$ cat src/rtl/paddle_key_conditioner.sv
// Conditions the four raw DE1-SoC pushbuttons into debounced levels, press/release
// pulses and active-low paddle commands with per-paddle opposing-key lockout.
module paddle_key_conditioner #(
  parameter int DEBOUNCE_CYCLES = 250000,
  parameter int CNT_WIDTH       = 18
) (
  input  logic       clk,
  input  logic       resetn,
  input  logic [3:0] key_n,
  output logic [3:0] key_down,
  output logic [3:0] key_press,
  output logic [3:0] key_release,
  output logic [3:0] paddle_n
);

  localparam logic [CNT_WIDTH-1:0] CNT_LAST = CNT_WIDTH'(DEBOUNCE_CYCLES - 1);

  logic [3:0]           s1;
  logic [3:0]           s2;
  logic [3:0]           db;
  logic [3:0]           db_next;
  logic [3:0]           held_next;
  logic [3:0]           paddle_next;
  logic [CNT_WIDTH-1:0] cnt      [4];
  logic [CNT_WIDTH-1:0] cnt_next [4];

  // A change is accepted only after s2 has disagreed with db for DEBOUNCE_CYCLES
  // consecutive samples; any agreeing sample restarts the count from zero.
  always_comb begin
    for (int i = 0; i < 4; i++) begin
      db_next[i]  = db[i];
      cnt_next[i] = '0;
      if (s2[i] != db[i]) begin
        if (cnt[i] == CNT_LAST) begin
          db_next[i] = s2[i];
        end else begin
          cnt_next[i] = cnt[i] + 1'b1;
        end
      end
    end
  end

  // Holding both keys of a paddle cancels its motion; the two paddles are independent.
  always_comb begin
    held_next   = ~db_next;
    paddle_next = db_next;
    if (held_next[3] && held_next[2]) paddle_next[3:2] = 2'b11;
    if (held_next[1] && held_next[0]) paddle_next[1:0] = 2'b11;
  end

  always_ff @(posedge clk or negedge resetn) begin
    if (!resetn) begin
      s1          <= 4'b1111;
      s2          <= 4'b1111;
      db          <= 4'b1111;
      key_down    <= 4'b0000;
      key_press   <= 4'b0000;
      key_release <= 4'b0000;
      paddle_n    <= 4'b1111;
      for (int i = 0; i < 4; i++) cnt[i] <= '0;
    end else begin
      s1          <= key_n;
      s2          <= s1;
      db          <= db_next;
      key_down    <= ~db_next;
      key_press   <= db & ~db_next;
      key_release <= ~db & db_next;
      paddle_n    <= paddle_next;
      for (int i = 0; i < 4; i++) cnt[i] <= cnt_next[i];
    end
  end

endmodule

$ cat config.mk
export PLATFORM = sky130hd
export DESIGN_NAME = paddle_key_conditioner
export DESIGN_NICKNAME = d
export VERILOG_FILES = /design/src/rtl/paddle_key_conditioner.sv
export SDC_FILE = /design/constraint.sdc
export NUM_CORES = 1
export LEC_CHECK = 0
export ABC_AREA = 1
export BUFFER_PORTS_ARGS = -buffer_cell sky130_fd_sc_hd__buf_2
export CAP_MARGIN = 20
export CORE_AREA = 10 10 118 120
export CTS_CLUSTER_DIAMETER = 40
export DETAILED_ROUTE_END_ITERATION = 8
export DIE_AREA = 0 0 128 130
export GPL_ROUTABILITY_DRIVEN = 0
export SYNTH_ARGS = -nofsm -noshare
export SYNTH_HDL_FRONTEND = slang
export SYNTH_SLANG_ARGS = --single-unit
$ cat constraint.sdc
create_clock -name clk -period 2.66 [get_ports clk]
set_input_delay 0.399 -clock clk [delete_from_list [all_inputs] [get_ports clk]]
set_output_delay 0.399 -clock clk [all_outputs]
set_load 0.01 [all_outputs]
==> flow_summary.toml <==
[status]
status = "completed"

[placement]
io_buffers = 21
place_area_um2 = 5350
dp_hpwl_um = 7730

[pwr]
finalPower_uw = 3160
ir_drop_v = 0.000591
power.density_nw_per_um2 = 554
p_leak_uw = 0.00237

[timing]
max_freq_ghz = 0.667
fin_tns_setup_ns = 0
grt_setup_unrepaired = "no"
slew_headroom_pct = 62.3
final_min_period_over_clock_period_pct = 56.4
holdWs_ns = 0.0453
hold_viol_final = 0
tightest_slew_ns = 0.562
period_minus_slack_ns = 1.50
finalSetupViolCount = 0
clock_skew_ns = 0.00597
drv_slew = 0

[logic_synthesis]
synth_top_area_cell = "dfrtp_1"
synthTopCellsByCount = "nor2_1 (142), nand2_1 (118), dfrtp_1 (84)"
synthTopCellsByArea = "dfrtp_1 (42%), nor2_1 (11%), nand2_1 (8.8%), dfstp_2 (8.3%), nand3_1 (5.0%)"
synth.top_cell.area_share_pct = 41.5
ys_ff_latch = 100
synthFlopType = "dfrtp_1"
synthCells = 612
yosysWarnings = 0
syn_area_um2 = 5060
synthArstFlopShare_pct = 100
synth_most_common_cell = "nor2_1"
synth_cell_types = 26
synth_fp_nets = 622
synth_edf_count = 0
syn_area_per_cell_um2 = 8.27
yosysSeqAreaShare_pct = 49.8

[setup_path]
timing_worst_setup_path_type = "register to register"
critPathCaptureType = "register"
startpoint_type = "register"
critPathRequiredTime_ns = 2.90
cp_data_arrival_time_ns = 1.74
r2r_cells = 5
path_max_fanout = 9

[final_layout]
syn_to_final_growth_pct = 12.4
drive_gt1_share_pct = 16.5
n_fill_cell = 1161
diodes = 0
final_cell_area_um2 = 5690
layout.nets = 653

[drt]
ant_nets = 0
via_per_inst = 4.88
drt_first_pass_iters = 4
post_drt_wl_per_cell_um = 13.0
num_vias = 3877
wl_um = 10300
drcViolationCount = 0
first_iter_violations = 366

[hold_path]
hp-class = "input pin to asynchronous set/reset pin"

[floorplan]
die_w_um = 128
fp.dieH_um = 130
dieArea_um2 = 16600
ios = 22
initial_core_util_pct = 43.2
row_count = 40
coreArea_um2 = 11700

[clock_network]
clkTransAtPathRegs_ns = 0.07
cts-root-buf = "clkbuf_16"
cts_buffers = 9
cts_hold_buffers = 0
insertion_delay_ns = 0.35
tritoncts = "done"
cts_resized = 0
clock_path_buffers = 2
cts_setup_buffers = 0
cts.sinks = 100
cts_max_level = 3

[global_routing]
grt_start_max_net_pins = 60
track_usage_pct = 13.2
grt_pass1_vias = 3849
grt_antenna_before_repair = 0
grt_pass1_wl_um = 17800
grt_overflow = 0

[run]
max_cap_viol_count = 0
report_power, final:
part | internal, uW | leakage [uW] | total, uW | switching (uW)
Sequential | 1550 | 0.00131 | 1560 | 17.0
Combinational | 26.0 | 0.000900 | 95.5 | 69.5
Clock | 927 | 0.000165 | 1500 | 569
worst max-delay path, stage by stage (launching register included):
cell and delay, ns:
dfstp_2 0.55, nor2_1 0.05, nor2_1 0.33, inv_1 0.20, nand2_4 0.18, nor2_1 0.07
flip-flops by register name, indices dropped and copies added, names as in the netlist:
register     flops
db               4
key_down         4
key_press        4
s1               4
cnt             72
paddle_n         4
s2               4
key_release      4
layout make-up:
cell class	count	area (um^2)	share of cell area (%)
multi-input combinational	452	2300	40.4
sequential	100	2520	44.3
tap	147	184	3.23
clock inverter	5	108	1.89
inverter	58	218	3.83
clock buffer	11	233	4.09
timing repair buffer	22	128	2.24
placed cells by master (no fill, tap or decap):
cell type | netlist | layout
buf_2 | 0 | 20
a21oi_4 | 1 | 1
buf_12 | 0 | 1
inv_1 | 51 | 51
nor2_2 | 17 | 17
or2_2 | 2 | 2
xnor2_2 | 1 | 1
clkbuf_1 | 0 | 2
dfstp_2 | 16 | 16
nand3_1 | 51 | 51
inv_2 | 7 | 7
o21bai_1 | 4 | 4
nand2_2 | 8 | 8
nor2_1 | 142 | 142
xnor2_1 | 10 | 10
inv_6 | 0 | 2
nor2_4 | 11 | 11
nand3_2 | 4 | 4
dfrtp_1 | 84 | 84
nand4_1 | 14 | 14
clkbuf_16 | 0 | 9
xor2_1 | 23 | 23
o21ai_0 | 5 | 5
ha_1 | 4 | 4
nor3b_1 | 6 | 6
nand2_4 | 2 | 2
nor3_1 | 15 | 15
nand2_1 | 118 | 118
o21ai_2 | 2 | 2
buf_4 | 0 | 1
bufinv_16 | 0 | 3
a21oi_1 | 12 | 12
path summary, 6_finish.rpt:
check / start / endpoint / slack, ns
max in group asynchronous: resetn / s2[3] / 1.88
max reg2reg: db[2] / cnt[25] / 1.16
min in group clk: key_n[3] / s1[3] / 0.14
max: db[2] / cnt[25] / 1.16
min reg2reg: s1[2] / s2[2] / 0.36
min: resetn / cnt[2] / 0.05
layer usage:
layer / part of all wire (%) / track usage (%) / vias to the layer above
li1: - / - / 1989
met1: 46 / 16.2 / 1807
met2: 48 / 21.2 / 66
met3: 4.5 / 4.14 / 15
met4: 1.5 / 5.10 / 0
met5: 0 / 0 / -
metrics by stage:
step                      setup WS (ns)  instances  utilization [%]
after floorplan                    1.27        612                -
after global routing              0.995        795             48.6
after detailed placement           1.17        779             45.7
final                              1.16        795             48.6
after global placement             1.21        779             45.7
after CTS                          1.16        795             48.6
logic make-up after synthesis:
family,Yosys count,share of synthesized area [%]
fa+ha+maj,4,0.989
compound gates,24,2.94
flops,100,49.8
xor+xnor,34,6.03
simple gates,390,35.5
buf+inv,60,4.75
No activity file was read; power rests on OpenSTA's default activity.
